--- config.mk ---
export PLATFORM = sky130hd
export DESIGN_NAME = vt52_cmd_engine
export DESIGN_NICKNAME = d
export VERILOG_FILES = /design/src/rtl/vt52_pkg.sv /design/src/rtl/vt52_fill_seq.sv /design/src/rtl/vt52_cmd_engine.sv
export SDC_FILE = /design/constraint.sdc
export NUM_CORES = 1
export LEC_CHECK = 0
export ABC_CLOCK_PERIOD_IN_PS = 9600
export BUFFER_PORTS_ARGS = -buffer_cell sky130_fd_sc_hd__buf_4
export CAP_MARGIN = 10
export CORE_ASPECT_RATIO = 0.8
export CORE_MARGIN = 5
export CORE_UTILIZATION = 45
export CTS_CLUSTER_DIAMETER = 100
export CTS_CLUSTER_SIZE = 20
export DETAILED_ROUTE_END_ITERATION = 6
export GPL_ROUTABILITY_DRIVEN = 0
export PLACE_DENSITY_LB_ADDON = 0.2
export SLEW_MARGIN = 10
export SYNTH_ARGS = -nofsm -noshare
export SYNTH_HDL_FRONTEND = slang
export SYNTH_SLANG_ARGS = --single-unit
--- constraint.sdc ---
create_clock -name clk -period 9.6 [get_ports clk]
set_input_delay 1.92 -clock clk [delete_from_list [all_inputs] [get_ports clk]]
set_output_delay 1.92 -clock clk [all_outputs]
set_load 0.05 [all_outputs]
--- src/rtl/vt52_pkg.sv ---
// Shared constants, FSM state encoding and the modulo-SIZE address helper
// for the VT52 command engine.
package vt52_pkg;

  localparam logic [7:0] ESC   = 8'h1B;
  localparam logic [7:0] CR    = 8'h0D;
  localparam logic [7:0] LF    = 8'h0A;
  localparam logic [7:0] BS    = 8'h08;
  localparam logic [7:0] HT    = 8'h09;
  localparam logic [7:0] SPACE = 8'h20;

  typedef enum logic [2:0] {
    S_IDLE,
    S_ESC,
    S_ESC_Y_ROW,
    S_ESC_Y_COL,
    S_FILL
  } state_t;

  // Operands are always below 2*size, so one conditional subtract is enough.
  function automatic logic [31:0] addr_wrap(input logic [31:0] a, input logic [31:0] size);
    return (a >= size) ? a - size : a;
  endfunction

endpackage

--- src/rtl/vt52_fill_seq.sv ---
// Space-fill address sequencer: emits one address per cycle from a latched
// start for a latched count, wrapping at SIZE. Reset loads a full-screen fill.
module vt52_fill_seq
  import vt52_pkg::*;
#(
  parameter int ADDR_BITS = 11,
  parameter int SIZE      = 2000
) (
  input  logic                 clk,
  input  logic                 rstn,
  input  logic                 go,
  input  logic [ADDR_BITS-1:0] start,
  input  logic [ADDR_BITS:0]   count,
  output logic [ADDR_BITS-1:0] addr,
  output logic                 strobe,
  output logic                 done
);

  logic [ADDR_BITS:0] remaining;

  always_ff @(posedge clk) begin
    if (!rstn) begin
      addr      <= '0;
      remaining <= (ADDR_BITS+1)'(SIZE);
    end else if (go) begin
      addr      <= start;
      remaining <= count;
    end else if (remaining != '0) begin
      addr      <= ADDR_BITS'(addr_wrap(32'(addr) + 32'd1, 32'(SIZE)));
      remaining <= remaining - (ADDR_BITS+1)'(1);
    end
  end

  assign strobe = (remaining != '0);
  assign done   = (remaining == '0);

endmodule

--- src/rtl/vt52_cmd_engine.sv ---
// VT52 byte-stream interpreter driving char buffer, scroll base and cursor.
// Optional macro TAB_EN: HT advances the cursor to the next tab stop.
//
// state       | meaning
// S_IDLE      | waiting for a printable char or control code
// S_ESC       | ESC seen, waiting for the command letter
// S_ESC_Y_ROW | ESC Y seen, waiting for the row byte
// S_ESC_Y_COL | row latched, waiting for the column byte
// S_FILL      | fill sequencer writing spaces, input stalled
module vt52_cmd_engine
  import vt52_pkg::*;
#(
  parameter int ROWS      = 25,
  parameter int COLS      = 80,
  parameter int ROW_BITS  = 5,
  parameter int COL_BITS  = 7,
  parameter int ADDR_BITS = 11,
  parameter int TAB_WIDTH = 8
) (
  input  logic                 clk,
  input  logic                 rstn,
  input  logic [7:0]           data,
  input  logic                 valid,
  output logic                 ready,
  output logic [ADDR_BITS-1:0] new_first_char,
  output logic                 new_first_char_wen,
  output logic [7:0]           new_char,
  output logic [ADDR_BITS-1:0] new_char_address,
  output logic                 new_char_wen,
  output logic [COL_BITS-1:0]  new_cursor_x,
  output logic [ROW_BITS-1:0]  new_cursor_y,
  output logic                 new_cursor_wen
);

  localparam int SIZE = ROWS * COLS;
  localparam logic [ROW_BITS-1:0] ROW_MAX = ROW_BITS'(ROWS - 1);
  localparam logic [COL_BITS-1:0] COL_MAX = COL_BITS'(COLS - 1);

  if (SIZE > 2**ADDR_BITS || TAB_WIDTH < 1) begin : g_bad_cfg
    $error("vt52_cmd_engine: geometry does not fit ADDR_BITS or TAB_WIDTH < 1");
  end

  state_t               state, state_n;
  logic [COL_BITS-1:0]  x, x_n;
  logic [ROW_BITS-1:0]  y, y_n, row_latch, row_n;
  logic [ADDR_BITS-1:0] first_char, fc_n;
  logic                 nl_pend, nl_n;
  logic                 wr_n, fcw_n, scroll, accept;
  logic [ADDR_BITS-1:0] wr_addr_n;
  logic [7:0]           wr_char_n;

  logic                 fill_go, fill_strobe, fill_done;
  logic [ADDR_BITS-1:0] fill_start, fill_addr;
  logic [ADDR_BITS:0]   fill_count;

  logic [31:0]          cur_offset;
  logic [ADDR_BITS-1:0] cur_addr, fc_next;

  function automatic logic [31:0] clamp_coord(input logic [7:0] b, input int lim);
    logic [31:0] v;
    v = (b < SPACE) ? 32'd0 : 32'(b - SPACE);
    return (v > 32'(lim)) ? 32'(lim) : v;
  endfunction

  assign cur_offset = 32'(y) * 32'(COLS) + 32'(x);
  assign cur_addr   = ADDR_BITS'(addr_wrap(32'(first_char) + cur_offset, 32'(SIZE)));
  assign fc_next    = ADDR_BITS'(addr_wrap(32'(first_char) + 32'(COLS), 32'(SIZE)));

  // A pending corner newline holds off input for one cycle so the char write,
  // the cursor/scroll pulse and the bottom-row fill land in that order.
  assign ready  = (state inside {S_IDLE, S_ESC, S_ESC_Y_ROW, S_ESC_Y_COL}) && !nl_pend;
  assign accept = valid && ready;

`ifdef TAB_EN
  logic [31:0] tab_stop;
  always_comb begin
    tab_stop = 32'(x) + 32'(TAB_WIDTH) - (32'(x) % 32'(TAB_WIDTH));
    if (tab_stop > 32'(COLS - 1)) tab_stop = 32'(COLS - 1);
  end
`endif

  always_comb begin
    state_n    = state;
    x_n        = x;
    y_n        = y;
    fc_n       = first_char;
    row_n      = row_latch;
    nl_n       = 1'b0;
    wr_n       = 1'b0;
    wr_addr_n  = cur_addr;
    wr_char_n  = data;
    fcw_n      = 1'b0;
    scroll     = 1'b0;
    fill_go    = 1'b0;
    fill_start = cur_addr;
    fill_count = '0;

    case (state)
      S_IDLE: begin
        if (nl_pend) begin
          x_n    = '0;
          scroll = 1'b1;
        end else if (accept) begin
          if (data >= SPACE && data <= 8'h7E) begin
            wr_n = 1'b1;
            if (x != COL_MAX) begin
              x_n = x + COL_BITS'(1);
            end else if (y != ROW_MAX) begin
              x_n = '0;
              y_n = y + ROW_BITS'(1);
            end else begin
              nl_n = 1'b1;
            end
          end else begin
            case (data)
              CR:  x_n = '0;
              LF:  if (y != ROW_MAX) y_n = y + ROW_BITS'(1);
                   else scroll = 1'b1;
              BS:  if (x != '0) x_n = x - COL_BITS'(1);
              ESC: state_n = S_ESC;
`ifdef TAB_EN
              HT:  x_n = COL_BITS'(tab_stop);
`endif
              default: ;
            endcase
          end
        end
      end

      S_ESC: begin
        if (accept) begin
          state_n = S_IDLE;
          case (data)
            8'h41: if (y != '0) y_n = y - ROW_BITS'(1);
            8'h42: if (y != ROW_MAX) y_n = y + ROW_BITS'(1);
            8'h43: if (x != COL_MAX) x_n = x + COL_BITS'(1);
            8'h44: if (x != '0) x_n = x - COL_BITS'(1);
            8'h48: begin
              x_n = '0;
              y_n = '0;
            end
            8'h45: begin
              x_n        = '0;
              y_n        = '0;
              fill_go    = 1'b1;
              fill_start = first_char;
              fill_count = (ADDR_BITS+1)'(SIZE);
              state_n    = S_FILL;
            end
            8'h4A: begin
              fill_go    = 1'b1;
              fill_count = (ADDR_BITS+1)'(32'(SIZE) - cur_offset);
              state_n    = S_FILL;
            end
            8'h4B: begin
              fill_go    = 1'b1;
              fill_count = (ADDR_BITS+1)'(32'(COLS) - 32'(x));
              state_n    = S_FILL;
            end
            8'h59: state_n = S_ESC_Y_ROW;
            default: ;
          endcase
        end
      end

      S_ESC_Y_ROW: begin
        if (accept) begin
          row_n   = ROW_BITS'(clamp_coord(data, ROWS - 1));
          state_n = S_ESC_Y_COL;
        end
      end

      S_ESC_Y_COL: begin
        if (accept) begin
          y_n     = row_latch;
          x_n     = COL_BITS'(clamp_coord(data, COLS - 1));
          state_n = S_IDLE;
        end
      end

      S_FILL: begin
        wr_n      = fill_strobe;
        wr_addr_n = fill_addr;
        wr_char_n = SPACE;
        if (fill_done) state_n = S_IDLE;
      end

      default: state_n = S_IDLE;
    endcase

    // New bottom row occupies the addresses of the old top row.
    if (scroll) begin
      fc_n       = fc_next;
      fcw_n      = 1'b1;
      fill_go    = 1'b1;
      fill_start = first_char;
      fill_count = (ADDR_BITS+1)'(COLS);
      state_n    = S_FILL;
    end
  end

  always_ff @(posedge clk) begin
    if (!rstn) begin
      state              <= S_FILL;
      x                  <= '0;
      y                  <= '0;
      first_char         <= '0;
      row_latch          <= '0;
      nl_pend            <= 1'b0;
      new_char           <= SPACE;
      new_char_address   <= '0;
      new_char_wen       <= 1'b0;
      new_cursor_wen     <= 1'b0;
      new_first_char_wen <= 1'b0;
    end else begin
      state              <= state_n;
      x                  <= x_n;
      y                  <= y_n;
      first_char         <= fc_n;
      row_latch          <= row_n;
      nl_pend            <= nl_n;
      new_char           <= wr_char_n;
      new_char_address   <= wr_addr_n;
      new_char_wen       <= wr_n;
      new_cursor_wen     <= (x_n != x) || (y_n != y);
      new_first_char_wen <= fcw_n;
    end
  end

  assign new_cursor_x   = x;
  assign new_cursor_y   = y;
  assign new_first_char = first_char;

  vt52_fill_seq #(
    .ADDR_BITS (ADDR_BITS),
    .SIZE      (SIZE)
  ) u_fill (
    .clk    (clk),
    .rstn   (rstn),
    .go     (fill_go),
    .start  (fill_start),
    .count  (fill_count),
    .addr   (fill_addr),
    .strobe (fill_strobe),
    .done   (fill_done)
  );

endmodule

# After elaboration in Yosys (flattened, before gate mapping)
# Cells that the tools add are included.
word_totals:
  ff_bits: 77
  in_bits: 11
  output_inout_bits: 46
  wordCells: 156
classes:
  addsub: 15
  mul: 1
  n_lt_le_gt_ge: 8
  eq_ne: 29
  mux: 67
  bitwise: 4
  reduce_logical: 19
op_table:
  columns: ["cell", "count"]
  rows:
  - ["$mux W11", 10]
  - ["$eq A8 B7 Y1 const B", 9]
  - ["$mux W7", 10]
  - ["$mux W12", 5]
  - ["$mux W5", 10]
  - ["$pmux W7 S3", 2]
  - ["$pmux W12 S3", 1]
  - ["$sub A11 B11 Y11 const B", 3]
  - ["$gt A32 B5 Y1 const B", 1]
  - ["$gt A32 B7 Y1 const B", 1]
  - ["$mux W32", 1]
  - ["$pmux W5 S3", 2]
  - ["$eq A8 B4 Y1 const B", 3]
  - ["$ge A12 B11 Y1 const B", 2]
  - ["$mux W3", 8]
  - ["$pmux W3 S5", 1]
  - ["$add A11 B13 Y14", 1]
  - ["$ge A14 B11 Y1 const B", 1]
  - ["$mux W1", 14]
  - ["$ne A2 B2 Y1 const B", 7]
  - ["$pmux W7 S2", 1]
  - ["$add A12 B7 Y13", 1]
  - ["$add A11 B1 Y12 const B", 1]
  - ["$add A11 B7 Y12 const B", 1]
  - ["39 further kinds", 47]

# Logic depth before layout (Yosys ltp)
# Gate-level depths: netlist of the first run.
logic_depth:
  ltp_word: 10
  ltp_mapped: 17
  depth_no_buf: 17

# Cells and area by module
# A second synthesis of the first run with hierarchy kept.
hier_totals:
  hier_cells: 987
  area_unflattened_um2: 7058.0
by_module_without_submodules:
  columns: ["module", "n_inst", "cells_each", "area_per_inst_um2", "seq_area_each_um2"]
  rows:
  - ["vt52_cmd_engine", 1, 789, 5509.0, 1001.0]
  - ["vt52_fill_seq", 1, 198, 1549.0, 460.4]

# Least setup slack after synthesis of the first run
# No wires, ideal clock.
synth_timing:
  kind: "input port to flip-flop"
  start: "input port data[6]"
  end: "register new_cursor_wen"
  setup_ns: 0.123
  arrival_time_ns: 4.231
  t_required_ns: 9.477
  setup_slack_ns: 5.246
  path_stages: 12
  path_buffers: 1
  cell_sequence: "buf_4 > inv_1 > ha_1 > nor2b_1 > a2111oi_2 > nor2_1 > a211oi_1 > o211ai_1 > a211oi_2 > a2bb2o_1 > nor4_1 > o2bb2ai_1"
synth_via:
  elab_chain_len: 8
  elab_cells_between_ends: 36
  cone_classes: "1 x add/sub; 4 x order compare; 11 x eq/ne; 17 x mux; 3 x reduce/logical"
synth_rtl:
  columns: ["item", "line", "source"]
  rows:
  - ["start: declaration", "vt52_cmd_engine.sv:22", "input logic [7:0] data,"]
  - ["$sub A8 B6 Y9 (tied with other cells)", "vt52_cmd_engine.sv:61", "v = (b < SPACE) ? 32'd0 : 32'(b - SPACE);"]
  - ["$mux W32 (tied with other cells)", "vt52_cmd_engine.sv:61", null]
  - ["$gt A32 B7 Y1 (tied with other cells)", "vt52_cmd_engine.sv:62", "return (v > 32'(lim)) ? 32'(lim) : v;"]
  - ["$mux W7 (tied with other cells)", "vt52_cmd_engine.sv:62", null]
  - ["$mux W7 (tied with other cells)", "vt52_cmd_engine.sv:174", "if (accept) begin"]
  - ["$pmux W7 S3 or $pmux W5 S3 (tied branches)", "vt52_cmd_engine.sv:98", "case (state)"]
  - ["$ne A7 B7 Y1 or $ne A5 B5 Y1 (tied branches)", "vt52_cmd_engine.sv:225", "new_cursor_wen <= (x_n != x) || (y_n != y);"]
  - ["$logic_or A1 B1 Y1 *", "vt52_cmd_engine.sv:225", null]
  - ["end signal: assignment", "vt52_cmd_engine.sv:225", null]
  - ["end: declaration", "vt52_cmd_engine.sv:32", "output logic new_cursor_wen"]
# Mark *: on every way between the ends. The rest lies on a longest branch, timed or not.
# A chain may end at the register's enable or synchronous reset.

# Worst setup path after layout of the first run
layout_timing:
  start: "input port data[0]"
  end: "register u_fill.addr[9]"
layout_via:
  elab_chain_len: 8
  elab_cells_between_ends: 23
  cone_classes: "2 x order compare; 4 x eq/ne; 14 x mux; 3 x reduce/logical"
layout_rtl:
  columns: ["item", "line", "source"]
  rows:
  - ["$ge A8 B6 Y1 (tied with other cells)", "vt52_cmd_engine.sv:104", "if (data >= SPACE && data <= 8'h7E) begin"]
  - ["$logic_and A1 B1 Y1 or $mux W1 (tied branches)", "vt52_cmd_engine.sv:104, vt52_cmd_engine.sv:115", null]
  - ["$mux W1", "vt52_cmd_engine.sv:104", null]
  - ["$mux W1", "vt52_cmd_engine.sv:103", "end else if (accept) begin"]
  - ["$mux W1", "vt52_cmd_engine.sv:100", "if (nl_pend) begin"]
  - ["$mux W1", "vt52_cmd_engine.sv:98", null]
  - ["$mux W11 or $mux W1 (tied branches)", "vt52_cmd_engine.sv:192", "if (scroll) begin"]
  - ["$mux W11 or $reduce_bool A2 Y1 (tied branches)", null, null]
  - ["end signal: assignment", "vt52_fill_seq.sv:26", "addr <= start;"]
  - ["end signal: assignment", "vt52_fill_seq.sv:29", "addr <= ADDR_BITS'(addr_wrap(32'(addr) + 32'd1, 32'(SIZE)));"]
  - ["end: declaration", "vt52_fill_seq.sv:14", "output logic [ADDR_BITS-1:0] addr,"]
# Parallel ways exist; a longest one is shown, timed or not.

==> flow_summary.ini, run 1 <==
[clock_network]
cts_repair_resize_count = 0
cts_hold_buffers = 0
clock_insertion_delay_worst_skew_ns = 0.35
cts_root_buf = clkbuf_16
cts_setup_buffers = 0
clock-sinks = 73
cts_made_buffers = 9
clock_path_buffers = 2
tritoncts = done
cts_htree_levels = 3
clkTransAtPathRegs_ns = 0.06

[floorplanning]
starting_density_pct = 45.9
die_span_y_um = 123
pin_count = 57
num_rows = 41
core-area_sq_mm = 0.0158
die_w_um = 152
floorplan.die_area_sq_mm = 0.0188

[final_layout]
post_layout_nonfiller_instances = 1208
finalNetCount = 1034
layout.filler_cells = 1619
insertedDiodeCount = 0
layout-drive-gt1-share_pct = 11.2
area_growth_pct = 8.77

[sta]
fmaxAchievable_mhz = 193
final_max_slew_viol_count = 0
rsz_0062_raised_after_global_routing = false
min_period_ns = 5.19
hold_violations_final = 0
worst-slew-pin-transition_ns = 1.12
tns_ns = 0
max-slew-margin-rel_pct = 24.9
clock-skew-final_ns = 0.00685
setup_viol_count_final = 0
min_period_over_period_pct = 54.0

[setup_path]
crit_type = input pin to register
timing.critical_path.to_type = register
worst_setup_path_startpoint = data[0]
timing.reg2reg.worst_path_depth = 14
cp.arrival_ns = 5.46
required_ns = 9.88
worst_r2r_start = new_cursor_y[2]$_SDFF_PN0_
crit_path_end = u_fill.addr[9]$_SDFFE_PN0P_
critical_path.reg2reg.endpoint = u_fill.addr[10]$_SDFFE_PN0P_
reg2reg_setup_slack_ns = 4.66
worst_setup_path_start_kind = input pin
worstPathMaxFanout = 20

[logic_synthesis]
yosys-top-cells-area = dfxtp_1 20%, nand2_1 5.9%, ha_1 5.5%
ys_seq_elements = 73
synth.yosys.warnings = 0
synth-seq-area-share_pct = 20.2
number_of_distinct_library_cell_variants_in_the_gate_level_netlist_after_synthesis = 100
synth-edff-count = 0
yosysMostFrequentCell = nand2_1
synth-async-reset-ratio_pct = 0
yosys_most_used_dff = dfxtp_1
post_synth_instance_area_sq_mm = 0.00724
synthTopCellsByCount = 114 x nand2_1, 81 x nor2_1, 78 x a21oi_1
largest_area_contributor_in_the_synthesized_netlist = dfxtp_1
area_fraction_of_the_dominant_cell_type_after_synthesis_pct = 20.2
synthesis.area_per_instance_sq_um = 7.33
synthesis.instances = 989

[detailed_routing]
drtAntennaViolNets = 0
post_drt_wl_per_cell_um = 20.3
routed_wirelength_um = 24500
vias = 7629
drt_iter0_drc = 1153
viasPerCell = 6.32
remaining_drc_errors = 0
first_pass_iters = 6

[grt]
global_route.overflow_total = 0
first_global_vias = 6811
grt_start_max_net_pins = 68
globalRouteTotalUtil_pct = 25.7
grt_first_pass_wirelength_um = 38700
antenna_found_initial = 0

[flow_run]
drv.max_cap_violation_count = 0

[worst_hold_path]
hp-class = register to register
min-delay-start = row_latch[3]$_SDFFE_PN0P_

[power]
power_leakage_nw = 3.06
finalPower_mw = 0.745
power.ir.vdd_worst_mv = 0.0820
power_per_cell_area_mw_per_mm2 = 94.6

[placed_design]
numPlacedInstances = 1192
hpwl_after_detailed_placement_um = 18100
port_buffers = 52

[run_status]
run_status = finished clean
==> logic make-up (layout without fill, tap and decap cells) <==
kind of cell,after synthesis,count (layout),share of synthesized area (%)
AO/OA/AOI/OAI,319,319,30.1
adder cells (fa/ha/maj),36,36,6.49
multiplexers,9,9,1.28
flip-flops,73,73,20.2
other,1,4,0.0518
AND/OR/NAND/NOR,396,396,28.9
XOR/XNOR,46,46,5.67
buffers and inverters,109,110,7.27
==> worst min path at each step <==
stage / end / depth (start not counted)
2_1_floorplan: u_fill.remaining[1]$_SDFFE_PN0P_ / 2
4_1_cts: row_latch[3]$_SDFFE_PN0P_ / 2
3_3_place_gp: row_latch[2]$_SDFFE_PN0P_ / 2
6_report: row_latch[3]$_SDFFE_PN0P_ / 2
3_5_place_dp: row_latch[3]$_SDFFE_PN0P_ / 2
5_1_grt: row_latch[1]$_SDFFE_PN0P_ / 2
==> flip-flops by register name, summed over array words and instances (netlist names), 3 cells and up <==
name              count
u_fill.remaining     12
new_char_address     11
u_fill.addr          11
new_char              8
new_cursor_x          7
new_first_char        7
new_cursor_y          5
row_latch             5
state                 3
==> worst max-delay path, cell delays in order <==
cell and delay [ns]:
buf_4 0.19, and2_2 0.24, a31oi_1 0.90, a211oi_1 0.27, o21a_1 0.35, nor2_1 0.85, nand2_1 0.33, o21ai_1 0.17
a221oi_1 0.10, a21boi_1 0.15
==> cell usage in the layout (no fill, tap or decap), types with 8 or more instances in the layout <==
cell type | synthesis | final
inv_1 | 35 | 35
nor3_1 | 26 | 26
nor2_1 | 81 | 81
nor2b_1 | 16 | 16
a31oi_1 | 11 | 11
a21oi_1 | 78 | 78
nand3_1 | 30 | 30
nand4_1 | 13 | 13
o211ai_1 | 11 | 11
o21ai_0 | 61 | 61
o221ai_1 | 8 | 8
clkbuf_16 | 0 | 9
a211oi_1 | 10 | 10
a22oi_1 | 15 | 15
nand2b_1 | 12 | 12
nand2_1 | 114 | 114
o22ai_1 | 11 | 11
xor2_1 | 14 | 14
dfxtp_1 | 73 | 73
buf_4 | 11 | 58
ha_1 | 32 | 32
a21boi_0 | 14 | 14
and2_1 | 18 | 18
and3_1 | 16 | 16
xnor2_1 | 31 | 31
or3_1 | 11 | 11
==> metrics by stage <==
step / area, sq um / setup slack (ns) / utilization, % / hold slack, ns
after detailed placement: 7570 / 4.31 / 47.9 / 0.534
after CTS: 7880 / 4.65 / 49.9 / 0.552
final: 7880 / 4.41 / 49.9 / 0.547
after global placement: 7570 / 4.36 / 47.9 / 0.525
after global routing: 7880 / 4.14 / 49.9 / 0.599
after floorplan: 7260 / 5.25 / - / 0.499
==> power breakdown <==
group | leakage, nW | switching, mW | internal (mW) | total [mW]
clock network | 0.155 | 0.137 | 0.214 | 0.351
registers | 0.591 | 0.00740 | 0.310 | 0.317
logic | 2.31 | 0.0490 | 0.0279 | 0.0769
==> area by class of cell <==
type	count	area [sq um]	share of cell area, %
Inverter	36	135	1.71
Timing Repair Buffer	58	435	5.53
Sequential cell	73	1460	18.5
Clock buffer	11	253	3.21
Multi-Input combinational cell	810	5270	66.9
Clock inverter	5	53.8	0.683
Tap cell	215	269	3.41
==> per-layer routing <==
| metal | GRT usage (%) | vias to the layer above | part of all wire [%] |
|---|---|---|---|
| met5 | 0 | - | 0 |
| met3 | 8.85 | 54 | 12 |
| met2 | 33.4 | 451 | 37 |
| met4 | 7.02 | 0 | 2.2 |
| li1 | - | 3618 | - |
| met1 | 39.1 | 3506 | 48 |
Note: power is estimated with default switching activity, not from simulation.
==> run 2, diff against run 1 <==
--- a/config.mk
+++ b/config.mk
@@ -5,7 +5,8 @@
 export SDC_FILE = /design/constraint.sdc
 export NUM_CORES = 1
 export LEC_CHECK = 0
-export ABC_CLOCK_PERIOD_IN_PS = 9600
+export ABC_AREA = 1
+export ABC_CLOCK_PERIOD_IN_PS = 5070
 export BUFFER_PORTS_ARGS = -buffer_cell sky130_fd_sc_hd__buf_4
 export CAP_MARGIN = 10
 export CORE_ASPECT_RATIO = 0.8
==> constraint.sdc (replaced) <==
create_clock -name clk -period 5.07 [get_ports clk]
set_input_delay 1.014 -clock clk [delete_from_list [all_inputs] [get_ports clk]]
set_output_delay 1.014 -clock clk [all_outputs]
set_load 0.05 [all_outputs]
==> flow_summary.ini, run 2 <==
[final_layout]
area_growth_pct = 11.3
largest_registers = u_fill.remaining x12, new_char_address x11, u_fill.addr x11
mostFrequentLayoutCells = 282 x nand2_1, 153 x nor2_1, 141 x nand3_1, 124 x inv_1, 76 x o21ai_0
largest_reg_flops = 12
final_util_pct = 51.3
regMostFlops = u_fill.remaining
layout_commonest_cell = nand2_1
insertedDiodeCount = 0
finalNetCount = 1247
layout-drive-gt1-share_pct = 10.5

[logic_synthesis]
synth-edff-count = 0
xor_xnor_cell_area_share_of_the_yosys_netlist_pct = 4.15
synth_top_family_by_area = simple AND/OR/NAND/NOR gates
synth_compound_area_share_pct = 15.2
synthesis.area_per_instance_sq_um = 5.96
number_of_distinct_library_cell_variants_in_the_gate_level_netlist_after_synthesis = 50
synthTopCellsByCount = 282 x nand2_1, 153 x nor2_1, 141 x nand3_1
yosys_most_used_dff = dfxtp_1
synth-async-reset-ratio_pct = 0
yosysMostFrequentCell = nand2_1
synthesis.instances = 1168
largest_area_contributor_in_the_synthesized_netlist = dfxtp_1
synth-seq-area-share_pct = 21.0
post_synth_instance_area_sq_mm = 0.00696
area_fraction_of_the_dominant_cell_type_after_synthesis_pct = 21.0
synth.yosys.warnings = 0
synth_simple_gate_area_share_pct = 42.3
yosys-top-cells-area = dfxtp_1 21%, nand2_1 15%, nand3_1 10%
synth_mux_area_share_pct = 0
synth_fa_ha_area_share_pct = 6.61
ys_seq_elements = 73

[run_status]
run_status = finished clean

[clock_network]
clock_insertion_delay_worst_skew_ns = 0.35
clock-sinks = 73
cts_htree_levels = 3
cts_root_buf = clkbuf_16
cts_setup_buffers = 0
clkTransAtPathRegs_ns = 0.06
clock_path_buffers = 2
tritoncts = done
cts_made_buffers = 9
cts_repair_resize_count = 0
cts_hold_buffers = 0

[detailed_routing]
viasPerCell = 5.50
remaining_drc_errors = 0
maxUsedRoutingLayer = met4
drt_iter0_drc = 971
first_pass_iters = 6
wl_met1_um = 10900
post_drt_wl_per_cell_um = 15.7
met2WireLength_um = 8520
met3_wirelength_um = 2420
routed_wirelength_um = 22300
vias = 7781
drtAntennaViolNets = 0

[setup_path]
worst_setup_path_start_kind = register
cp.arrival_ns = 4.44
worst-path-stages = 18
critPathMaxStageDelay_ns = 0.58
timing.critical_path.to_type = register
timing.critical_path.cells = ha_1 > ha_1 > fa_1 > inv_1 > xor2_1 > inv_1 > ha_1 > nand2_1 > o21ai_0 > nand3_1 > a21oi_1 > nand3_1 > nand2_1 > nand2_1 > o21ai_1 > nand3_1 > o211ai_1 > inv_1
worstPathMaxFanout = 12
kind_of_cell_with_the_highest_combined_delay_on_the_critical_path = adder cells
crit_type = register to register
required_ns = 5.31
timing.reg2reg.worst_path_depth = 18
worstPathBufferInverterCount = 3
slowest_cell_on_the_critical_path = dfxtp_1

[floorplanning]
floorplan.die_area_sq_mm = 0.0181
die_w_um = 149
core-area_sq_mm = 0.0151
pin_count = 57
die_span_y_um = 121
num_rows = 40
starting_density_pct = 46.1

[sta]
setup_viol_count_final = 0
fmaxAchievable_mhz = 238
rsz_0062_raised_after_global_routing = false
min_period_over_period_pct = 82.8
clock-skew-final_ns = 0.00906
tns_ns = 0
final_max_slew_viol_count = 0
layout_setup_ws_ns = 0.871
hold_violations_final = 0
min_period_ns = 4.20
max-slew-margin-rel_pct = 31.2
worst-slew-pin-transition_ns = 1.03

[placed_design]
hpwl_after_detailed_placement_um = 17000
port_buffers = 52
dp_slack_ns = 0.992

[power]
power_leakage_nw = 3.79
power.share.switching_pct = 40.4
clock_power_share_pct = 31.2
internal_power_mw = 1.22
power.ir.vdd_worst_mv = 0.168
total_switching_power_mw = 0.827
comb_power_share_pct = 36.3
pwr-share-seq_pct = 32.5
power_per_cell_area_mw_per_mm2 = 264

[worst_hold_path]
hold_path_cells = 2
hp-class = register to register

[grt]
first_global_vias = 6987
grt_start_max_net_pins = 36
grt_first_pass_wirelength_um = 36600
antenna_found_initial = 0
global_route.overflow_total = 0
globalRouteTotalUtil_pct = 25.1

[flow_run]
drv.max_cap_violation_count = 0
-- run 2: changes by cell type after synthesis, sizes merged, moves of 19 or more --
cell,previous run,this run
clkbuf,34,15
inv,35,142
nand2,114,295
nand3,31,142
nor2,81,168
xnor2,31,12
-- run 2: cell families after synthesis --
logic type               count (synthesis)
AO/OA/AOI/OAI                          187
other                                    1
flip-flops                              73
XOR/XNOR                                33
buffers and inverters                  181
AND/OR/NAND/NOR                        658
adder cells (fa/ha/maj)                 35
-- run 2: final cells by class --
| type | instances | area [sq um] |
|---|---|---|
| clock buffers | 10 | 229 |
| inverters | 143 | 544 |
| repair buffers | 57 | 428 |
| multi-input cells | 917 | 4770 |
| clock inverters | 5 | 56.3 |
| well taps | 210 | 263 |
| fillers | 1579 | 7360 |
| flip-flops and latches | 73 | 1460 |
-- run 2: power by group through the flow --
stage / clock network (mW) / registers, mW / logic, mW
after floorplan: 0 / 0.769 / 0.447
after global placement: 0 / 0.676 / 0.731
after detailed placement: 0 / 0.676 / 0.731
after CTS: 0.653 / 0.665 / 0.734
after global routing: 0.673 / 0.673 / 0.826
final: 0.639 / 0.665 / 0.742
-- run 2: path summary, 6_finish.rpt --
path                               startpoint                                to  slack (ns)
max                new_cursor_y[1]$_SDFF_PN0_    new_char_address[7]$_SDFF_PN0_        0.87
min          u_fill.remaining[1]$_SDFFE_PN0P_  u_fill.remaining[1]$_SDFFE_PN0P_        0.48
max reg2reg        new_cursor_y[1]$_SDFF_PN0_    new_char_address[7]$_SDFF_PN0_        0.87
min reg2reg  u_fill.remaining[1]$_SDFFE_PN0P_  u_fill.remaining[1]$_SDFFE_PN0P_        0.48
-- run 2: tightest hold or removal path: cells and delay by family, from the launching register on --
family | cells | cell delay, ns
flops | 1 | 0.31
buf+inv | 1 | 0.07
compound gates | 1 | 0.06
-- run 2: metal layers --
metal | vias up | global-route usage, %
li1 | 3909 | -
met1 | 3455 | 38.5
met2 | 375 | 34.3
met3 | 42 | 6.46
met4 | 0 | 6.40
met5 | - | 0
-- run 2: per-stage QoR --
stage | area [sq um] | total power [mW] | instances | hold slack, ns
2_1_floorplan | 6970 | 1.22 | 1171 | 0.448
5_1_grt | 7750 | 2.17 | 1415 | 0.514
3_3_place_gp | 7460 | 1.41 | 1400 | 0.468
3_5_place_dp | 7460 | 1.41 | 1400 | 0.477
6_report | 7750 | 2.05 | 1415 | 0.480
4_1_cts | 7750 | 2.05 | 1415 | 0.486
